$ cat config.mk
export PLATFORM = sky130hd
export DESIGN_NAME = tmr_word_scrubber
export DESIGN_NICKNAME = d
export VERILOG_FILES = /design/src/rtl/tmr_word_scrubber.sv
export SDC_FILE = /design/constraint.sdc
export NUM_CORES = 1
export LEC_CHECK = 0
export ABC_CLOCK_PERIOD_IN_PS = 7900
export CAP_MARGIN = 20
export CORE_MARGIN = 4
export CORE_UTILIZATION = 53
export CTS_CLUSTER_DIAMETER = 120
export DETAILED_ROUTE_END_ITERATION = 16
export PLACE_DENSITY = 0.86
export SLEW_MARGIN = 0
export SYNTH_ARGS = -nofsm -noshare
export SYNTH_HDL_FRONTEND = slang
export SYNTH_SLANG_ARGS = --single-unit
$ cat constraint.sdc
create_clock -name clk_i -period 7.9 [get_ports clk_i]
set_input_delay 1.58 -clock clk_i [delete_from_list [all_inputs] [get_ports clk_i]]
set_output_delay 1.58 -clock clk_i [all_outputs]
set_load 0.01 [all_outputs]
$ cat src/rtl/tmr_word_scrubber.sv
// Triplicated word store: holds three redundant copies of one word, votes them
// combinationally for downstream use and periodically scrubs them back to the majority.
module tmr_word_scrubber #(
  parameter int DataWidth     = 32,
  parameter int ScrubInterval = 16,
  parameter int CntWidth      = 16
) (
  input  logic                 clk_i,
  input  logic                 rst_i,
  input  logic                 wvalid_i,
  output logic                 wready_o,
  input  logic [DataWidth-1:0] wdata_i,
  input  logic [2:0]           inject_i,
  input  logic [DataWidth-1:0] inject_mask_i,
  input  logic                 clr_i,
  output logic [DataWidth-1:0] copy_a_o,
  output logic [DataWidth-1:0] copy_b_o,
  output logic [DataWidth-1:0] copy_c_o,
  output logic [DataWidth-1:0] data_o,
  output logic [2:0]           error_cba_o,
  output logic                 uncorrectable_o,
  output logic                 uncorr_sticky_o,
  output logic [CntWidth-1:0]  corrected_cnt_o,
  output logic                 scrub_busy_o
);

  localparam int IntvW = (ScrubInterval > 1) ? $clog2(ScrubInterval) : 1;
  localparam logic [IntvW-1:0] IntvReload = IntvW'(ScrubInterval - 1);

  typedef enum logic [1:0] {
    IDLE   = 2'd0,
    CHECK  = 2'd1,
    REPAIR = 2'd2
  } state_t;

  function automatic logic [CntWidth-1:0] sat_inc(input logic [CntWidth-1:0] v);
    return (v == {CntWidth{1'b1}}) ? v : v + 1'b1;
  endfunction

  state_t               r_state;
  state_t               w_state_nxt;
  logic [IntvW-1:0]     r_intv;
  logic [DataWidth-1:0] r_copy_a, r_copy_b, r_copy_c;
  logic [DataWidth-1:0] r_voted;
  logic                 r_cls_corr, r_cls_uncorr;
  logic                 r_sticky;
  logic [CntWidth-1:0]  r_cnt;

  logic [DataWidth-1:0] w_voted;
  logic [2:0]           w_err;
  logic                 w_uncorr;
  logic                 w_wready, w_busy, w_accept;
  logic [DataWidth-1:0] w_base_a, w_base_b, w_base_c;
  logic [DataWidth-1:0] w_nxt_a, w_nxt_b, w_nxt_c;
  logic                 w_repair_wr;

  // Majority vote over the current copies; the odd copy is flagged one-hot.
  always_comb begin
    w_voted  = r_copy_a;
    w_err    = 3'b000;
    w_uncorr = 1'b0;
    if (r_copy_a == r_copy_b) begin
      if (r_copy_c != r_copy_a) w_err = 3'b100;
    end else if (r_copy_a == r_copy_c) begin
      w_err = 3'b010;
    end else if (r_copy_b == r_copy_c) begin
      w_voted = r_copy_b;
      w_err   = 3'b001;
    end else begin
      w_uncorr = 1'b1;
    end
  end

  always_comb begin
    w_state_nxt = r_state;
    w_wready    = 1'b0;
    w_busy      = 1'b1;
    w_accept    = 1'b0;
    unique case (r_state)
      IDLE: begin
        w_wready = 1'b1;
        w_busy   = 1'b0;
        w_accept = wvalid_i;
        if (!wvalid_i && (r_intv == '0)) w_state_nxt = CHECK;
      end
      CHECK: begin
        w_state_nxt = ((w_err != 3'b000) || w_uncorr) ? REPAIR : IDLE;
      end
      REPAIR: begin
        w_state_nxt = IDLE;
      end
      default: begin
        w_state_nxt = IDLE;
      end
    endcase
  end

  assign w_repair_wr = (r_state == REPAIR) && r_cls_corr;

  // Write or repair first, then injection flips bits on top of it.
  always_comb begin
    w_base_a = r_copy_a;
    w_base_b = r_copy_b;
    w_base_c = r_copy_c;
    if (w_accept) begin
      w_base_a = wdata_i;
      w_base_b = wdata_i;
      w_base_c = wdata_i;
    end else if (w_repair_wr) begin
      w_base_a = r_voted;
      w_base_b = r_voted;
      w_base_c = r_voted;
    end
    w_nxt_a = w_base_a ^ (inject_i[0] ? inject_mask_i : '0);
    w_nxt_b = w_base_b ^ (inject_i[1] ? inject_mask_i : '0);
    w_nxt_c = w_base_c ^ (inject_i[2] ? inject_mask_i : '0);
  end

  always_ff @(posedge clk_i) begin
    if (rst_i) begin
      r_state <= IDLE;
    end else begin
      r_state <= w_state_nxt;
    end
  end

  always_ff @(posedge clk_i) begin
    if (rst_i) begin
      r_intv <= IntvReload;
    end else if (r_state == IDLE) begin
      if (w_accept) begin
        r_intv <= IntvReload;
      end else if (r_intv != '0) begin
        r_intv <= r_intv - 1'b1;
      end
    end else if (w_state_nxt == IDLE) begin
      r_intv <= IntvReload;
    end
  end

  always_ff @(posedge clk_i) begin
    if (rst_i) begin
      r_copy_a <= '0;
      r_copy_b <= '0;
      r_copy_c <= '0;
    end else begin
      r_copy_a <= w_nxt_a;
      r_copy_b <= w_nxt_b;
      r_copy_c <= w_nxt_c;
    end
  end

  // CHECK captures the vote so REPAIR writes back what was judged, not later upsets.
  always_ff @(posedge clk_i) begin
    if (r_state == CHECK) r_voted <= w_voted;
  end

  always_ff @(posedge clk_i) begin
    if (rst_i) begin
      r_cls_corr   <= 1'b0;
      r_cls_uncorr <= 1'b0;
    end else if (r_state == CHECK) begin
      r_cls_corr   <= (w_err != 3'b000);
      r_cls_uncorr <= w_uncorr;
    end
  end

  always_ff @(posedge clk_i) begin
    if (rst_i || clr_i) begin
      r_sticky <= 1'b0;
      r_cnt    <= '0;
    end else if (r_state == REPAIR) begin
      if (r_cls_corr)   r_cnt    <= sat_inc(r_cnt);
      if (r_cls_uncorr) r_sticky <= 1'b1;
    end
  end

  assign wready_o        = w_wready;
  assign scrub_busy_o    = w_busy;
  assign copy_a_o        = r_copy_a;
  assign copy_b_o        = r_copy_b;
  assign copy_c_o        = r_copy_c;
  assign data_o          = w_voted;
  assign error_cba_o     = w_err;
  assign uncorrectable_o = w_uncorr;
  assign uncorr_sticky_o = r_sticky;
  assign corrected_cnt_o = r_cnt;

endmodule

* Yosys cells after proc, flatten, opt, wreduce, memory -nomap -nowiden
Cells that the tools add are included.
Word-level totals: input port bits 71, logic and storage cells 67, bits in registers 153
Cells by class: equal/unequal tests 8, muxes and demuxes 29, bitwise gates (word level) 4, reduce and logical (&&, ||, !) cells 14, $add $sub $neg 2
Operators with widths (count):
- 2-to-1 mux 32 bit | 12
- equality test 32 bit | 3
- XOR 32 bit | 3
- inequality test 32 bit | 1
- adder 16 x 1 -> 16 bit, second input constant | 1
- equality test 16 bit, second input constant | 1
- 2-to-1 mux 4 bit | 4
- 2-to-1 mux 1 bit | 7
- 2-to-1 mux 2 bit | 3
- 2-to-1 mux 3 bit | 2
- logical NOT 2 bit | 2
- logical NOT 4 bit | 1
- case mux 2 bit (2 select lines) | 1
- AND reduction 2 bit | 2
- nonzero test 4 bit | 1
- subtractor 4 x 1 -> 4 bit, second input constant | 1
- inequality test 3 x 2 -> 1 bit, second input constant | 1
- AND reduction 3 bit | 1
- nonzero test 3 bit | 1
- equality test 2 x 1 -> 1 bit, second input constant | 1
- equality test 2 bit, second input constant | 1
- logical AND 1 bit | 2
- logical OR 1 bit | 2
- nonzero test 2 bit | 1
- other kinds (2) | 2

* Longest topological paths before layout
depth in word-level cells 11, depth in mapped cells 10

* Least setup slack after synthesis
OpenSTA, ideal clock, no wires.
path type reg-to-output, start register r_copy_a[23] (netlist: copy_a_o[23]), end output port data_o[0], required time 6.320 ns, buffers on the path 1, stages on the path, launching flop included 8, slack 4.443 ns, arrival 1.877 ns, cell sequence dfxtp_1 xor2_1 nor4_1 nand4_1 or2_4 nand3_4 buf_12 mux2_4
Between the ends: cells in the longest elaborated chain, start to end 3
Ends and longest elaborated chain:
- from (decl) | RTL line 43 | logic [DataWidth-1:0] r_copy_a, r_copy_b, r_copy_c;
- from (signal assigned) | RTL line 147 | r_copy_a <= w_nxt_a;
- equality test 32 bit | RTL line 64 | end else if (r_copy_a == r_copy_c) begin
- 2-to-1 mux 32 bit | RTL line 64
- 2-to-1 mux 32 bit (*) | RTL line 62 | if (r_copy_a == r_copy_b) begin
- to (decl) | RTL line 19 | output logic [DataWidth-1:0] data_o,
Every way passes the cells marked *; elsewhere a longest branch is shown, timed or not.

* Worst setup path in the final report
start register r_copy_b[15] (netlist: copy_b_o[15]), end output port data_o[31]
Between the ends: cells in the longest elaborated chain, start to end 4
Ends and longest elaborated chain:
- from (decl) | RTL line 43
- from (signal assigned) | RTL line 148 | r_copy_b <= w_nxt_b;
- equality test 32 bit | RTL line 66 | end else if (r_copy_b == r_copy_c) begin
- 2-to-1 mux 32 bit | RTL line 66
- 2-to-1 mux 32 bit | RTL line 64
- 2-to-1 mux 32 bit (*) | RTL line 62
Marks and branches as above.

==> report_table.html <==
<table>
<tr><th>Metric</th><th>Value</th></tr>
<tr><th colspan="2">Place</th></tr>
<tr><td>Placed cells</td><td>1406</td></tr>
<tr><td>Post-detail-place hpwl</td><td>19.53 mm</td></tr>
<tr><td>Port Buf Inserts</td><td>221</td></tr>
<tr><td>RePlAce Congestion</td><td>1.068</td></tr>
<tr><th colspan="2">Global routing</th></tr>
<tr><td>All-layer global routing usage</td><td>30.99%</td></tr>
<tr><td>Global route hottest layer</td><td>met2</td></tr>
<tr><td>First-pass GRT wire length</td><td>44.14 mm</td></tr>
<tr><td>Global Route met1 Usage</td><td>37.86%</td></tr>
<tr><td>Vias in the first global route</td><td>8160</td></tr>
<tr><td>Maximum number of pins on one net before global-route repair</td><td>106</td></tr>
<tr><td>GR Util met2</td><td>51.79%</td></tr>
<tr><td>Met3 routing resource usage after global routing</td><td>8.383%</td></tr>
<tr><td>Number of antenna violations at the first check in global routing</td><td>1</td></tr>
<tr><td>Grt ovf</td><td>0</td></tr>
<tr><th colspan="2">Critical path</th></tr>
<tr><td>Cell with the largest stage delay on the worst path</td><td>sky130_fd_sc_hd__nand3_4</td></tr>
<tr><td>Logic depth of the worst path, buffers included</td><td>7</td></tr>
<tr><td>Element type at the critical path end</td><td>output pin</td></tr>
<tr><td>Top cell family by delay on the critical path</td><td>simple AND/OR/NAND/NOR gates</td></tr>
<tr><td>Arrival time worst endpoint</td><td>3560 ps</td></tr>
<tr><td>Cell-by-cell trace of the critical path</td><td>xor2_1 -&gt; nor4_1 -&gt; nand4_1 -&gt; or2_4 -&gt; nand3_4 -&gt; mux2_2 -&gt; clkdlybuf4s50_1</td></tr>
<tr><td>CP required</td><td>6320 ps</td></tr>
<tr><td>Type of the setup path with the least slack</td><td>register to output pin</td></tr>
<tr><td>Buffers &amp; Inverters on Critical Path</td><td>1</td></tr>
<tr><td>Startpoint Class</td><td>register</td></tr>
<tr><td>Number of cells on the worst reg-to-reg path</td><td>6</td></tr>
<tr><td>Worst path max stage delay</td><td>610 ps</td></tr>
<tr><td>Largest driver fanout on the critical path</td><td>33</td></tr>
<tr><th colspan="2">Drt</th></tr>
<tr><td>Average vias per placed instance</td><td>5.751</td></tr>
<tr><td>Initial drt markers</td><td>697</td></tr>
<tr><td>Routed length per placed instance</td><td>19.94 um</td></tr>
<tr><td>DR pass1 iterations</td><td>5</td></tr>
<tr><td>Total detailed-routing wirelength</td><td>28.69 mm</td></tr>
<tr><td>Routed Antenna Nets</td><td>0</td></tr>
<tr><td>Number of vias after detailed routing</td><td>8276</td></tr>
<tr><td>DRC</td><td>0</td></tr>
<tr><th colspan="2">Synthesis</th></tr>
<tr><td>Warnings from Yosys</td><td>0</td></tr>
<tr><td>Number of flops mapped to enable cells by yosys</td><td>32</td></tr>
<tr><td>Syn Inst Count</td><td>1016</td></tr>
<tr><td>Syn_area_per_cell</td><td>8.347 um^2</td></tr>
<tr><td>Synth async-reset ratio</td><td>0%</td></tr>
<tr><td>Synthesized area</td><td>8481 um^2</td></tr>
<tr><td>Synth top area share</td><td>28.56%</td></tr>
<tr><td>Distinct cells, synth</td><td>38</td></tr>
<tr><td>Cell accounting for the most synthesized area</td><td>sky130_fd_sc_hd__dfxtp_1</td></tr>
<tr><td>Syn_nets</td><td>1090</td></tr>
<tr><td>Top cells by area, synth</td><td>sky130_fd_sc_hd__dfxtp_1 (29%), sky130_fd_sc_hd__xor2_1 (20%), sky130_fd_sc_hd__edfxtp_1 (11%)</td></tr>
<tr><td>Number of register bits inferred by synthesis</td><td>153</td></tr>
<tr><td>Most used DFF post-synth</td><td>sky130_fd_sc_hd__dfxtp_1</td></tr>
<tr><td>Sequential element share of the synthesized area</td><td>39.89%</td></tr>
<tr><th colspan="2">Clock network</th></tr>
<tr><td>Clock tree from TritonCTS</td><td>done</td></tr>
<tr><td>Insertion delay to the later sink of the worst-skew pair</td><td>430 ps</td></tr>
<tr><td>Total CTS buffers</td><td>17</td></tr>
<tr><td>Clk pin slew, worst setup/hold paths</td><td>60 ps</td></tr>
<tr><td>H-tree level count</td><td>4</td></tr>
<tr><td>Hold buffer count at cts</td><td>0</td></tr>
<tr><td>Clock sink count</td><td>153</td></tr>
<tr><td>Buffer cell driving the clock tree root</td><td>sky130_fd_sc_hd__clkbuf_16</td></tr>
<tr><td>Post-CTS setup buffer count</td><td>0</td></tr>
<tr><td>Maximum clock path buffer count</td><td>2</td></tr>
<tr><td>Post-cts sizing count</td><td>0</td></tr>
<tr><th colspan="2">Cells and area</th></tr>
<tr><td>Final net count</td><td>1289</td></tr>
<tr><td>Final Non-Filler Cells</td><td>1439</td></tr>
<tr><td>Antenna diode instance count</td><td>0</td></tr>
<tr><td>Share of cells above drive strength 1</td><td>6.596%</td></tr>
<tr><td>Commonest non-fill, non-tap cell in the layout</td><td>sky130_fd_sc_hd__clkdlybuf4s50_1</td></tr>
<tr><td>Area grow syn2layout</td><td>33.71%</td></tr>
<tr><td># fillers</td><td>1139</td></tr>
<tr><td>Commonest non-fill, non-tap cells in the layout</td><td>sky130_fd_sc_hd__clkdlybuf4s50_1 (217), sky130_fd_sc_hd__nand2_1 (203), sky130_fd_sc_hd__xor2_1 (198), sky130_fd_sc_hd__nor2_1 (147), sky130_fd_sc_hd__a21oi_1 (135)</td></tr>
<tr><th colspan="2">Die</th></tr>
<tr><td>Num rows</td><td>45</td></tr>
<tr><td>Area enclosed by the die boundary</td><td>18090 um^2</td></tr>
<tr><td>Height of the die</td><td>134.5 um</td></tr>
<tr><td>Floorplan die width</td><td>134.5 um</td></tr>
<tr><td>Core ar.</td><td>15430 um^2</td></tr>
<tr><td>Initial core utilization</td><td>54.97%</td></tr>
<tr><td>Number of top-level design ports</td><td>222</td></tr>
<tr><th colspan="2">STA</th></tr>
<tr><td>Post-route minimum period</td><td>5139 ps</td></tr>
<tr><td>Setup Skew</td><td>10.62 ps</td></tr>
<tr><td>Worst slew margin relative to its limit</td><td>32.69%</td></tr>
<tr><td>Actual transition at the worst max-transition pin</td><td>1010 ps</td></tr>
<tr><td>Max-slew violation total from the final report</td><td>0</td></tr>
<tr><td>Number of hold-slack violations in the final timing report</td><td>0</td></tr>
<tr><td>Fmax</td><td>194.6 MHz</td></tr>
<tr><td>Worst-case hold slack</td><td>494.3 ps</td></tr>
<tr><td>Unrepaired setup endpoints after global routing</td><td>no</td></tr>
<tr><td>Total setup violations reported at the end of the flow</td><td>0</td></tr>
<tr><td>Post-route setup TNS</td><td>0 ps</td></tr>
<tr><td>Final period utilization</td><td>65.06%</td></tr>
<tr><th colspan="2">Outcome</th></tr>
<tr><td>Status</td><td>completed</td></tr>
<tr><th colspan="2">Min path</th></tr>
<tr><td>Number of stages on the worst hold path</td><td>2</td></tr>
<tr><td>Worst min path class</td><td>register to register</td></tr>
<tr><th colspan="2">Power and ir drop</th></tr>
<tr><td>Leakage power</td><td>4.788 nW</td></tr>
<tr><td>Power Dens Cells</td><td>200.0 nW/um^2</td></tr>
<tr><td>VDD IR-drop max</td><td>0.1620 mV</td></tr>
<tr><th colspan="2">Run</th></tr>
<tr><td>Number of max-cap violations</td><td>0</td></tr>
</table>
[cells by family (layout without fill, tap and decap cells)]
kind of cell    count (synthesis)  in the layout  share of synthesized area, %
fa+ha+maj                       3              3                        0.4427
buf+inv                        55            267                         3.098
xor+xnor                      202            202                         20.86
flops                         153            153                         39.89
simple gates                  420            420                         20.86
compound gates                151            151                         9.310
mux                            32             32                         5.533
[final timing paths]
path                                      from                            to  slack, ps
hold reg to reg   uncorr_sticky_o$_SDFFE_PP0P_  uncorr_sticky_o$_SDFFE_PP0P_        490
setup / recovery       copy_b_o[15]$_SDFF_PP0_                    data_o[31]       2760
setup reg to reg       copy_b_o[15]$_SDFF_PP0_         r_voted[31]$_DFFE_PN_       4990
hold / removal    uncorr_sticky_o$_SDFFE_PP0P_  uncorr_sticky_o$_SDFFE_PP0P_        490
[tightest hold or removal path, cell delays in order, from the launching register on]
cell	delay [ps]
sky130_fd_sc_hd__dfxtp_1	340
sky130_fd_sc_hd__a31oi_1	50
sky130_fd_sc_hd__nor2_1	70
[per-stage QoR]
step | utilization (%) | cell area, um^2 | setup slack, ps | total power, mW
floorplan | - | 8481 | 4443 | 1.220
global placement | 69.76 | 10760 | 3319 | 1.482
detailed placement | 69.76 | 10760 | 3243 | 1.494
CTS | 73.33 | 11310 | 2776 | 2.259
global route | 73.50 | 11340 | 2610 | 2.349
finish | 73.50 | 11340 | 2761 | 2.267
[registers in the layout, summed over array words and instances (netlist names)]
name and flops:
corrected_cnt_o 16, uncorr_sticky_o 1, r_state 2, r_intv 4
r_cls_corr 1, copy_c_o 32, copy_b_o 32, r_voted 32
copy_a_o 32, r_cls_uncorr 1
[routing by layer]
layer / share of wire (%) / wire length [um]
met5: 0.024 / 7
met4: 3.4 / 966
met3: 11 / 3112
met2: 48 / 13660
met1: 38 / 10940
[final cells by class]
class                      instances  area, um^2  area share (%)
multi-input combinational        808        4856           42.82
sequential                       153        3383           29.84
timing repair buffer             227        2257           19.91
clock buffer                      22       474.2           4.182
tap                              211       264.0           2.328
clock inverter                    10       75.07          0.6620
inverter                           8       30.03          0.2648
[synthesized netlist by cell type, types with 4 or more instances]
cell and instances:
sky130_fd_sc_hd__nand2_1 203, sky130_fd_sc_hd__or3_1 6, sky130_fd_sc_hd__edfxtp_1 32, sky130_fd_sc_hd__xnor2_1 4
sky130_fd_sc_hd__a21oi_1 135, sky130_fd_sc_hd__mux2_4 29, sky130_fd_sc_hd__inv_1 8, sky130_fd_sc_hd__xor2_1 198
sky130_fd_sc_hd__nor2_1 148, sky130_fd_sc_hd__buf_2 6, sky130_fd_sc_hd__nand3_1 6, sky130_fd_sc_hd__nand4_1 9
sky130_fd_sc_hd__dfxtp_1 121, sky130_fd_sc_hd__clkbuf_1 38, sky130_fd_sc_hd__and4_1 5, sky130_fd_sc_hd__nor4_1 25
sky130_fd_sc_hd__o21ai_0 7
[power breakdown]
group	leakage, nW	internal [mW]	switching [mW]
clock network	0.274	0.452	0.322
logic	3.22	0.275	0.266
registers	1.29	0.853	0.0998
Power figures use the tool's default switching activity.
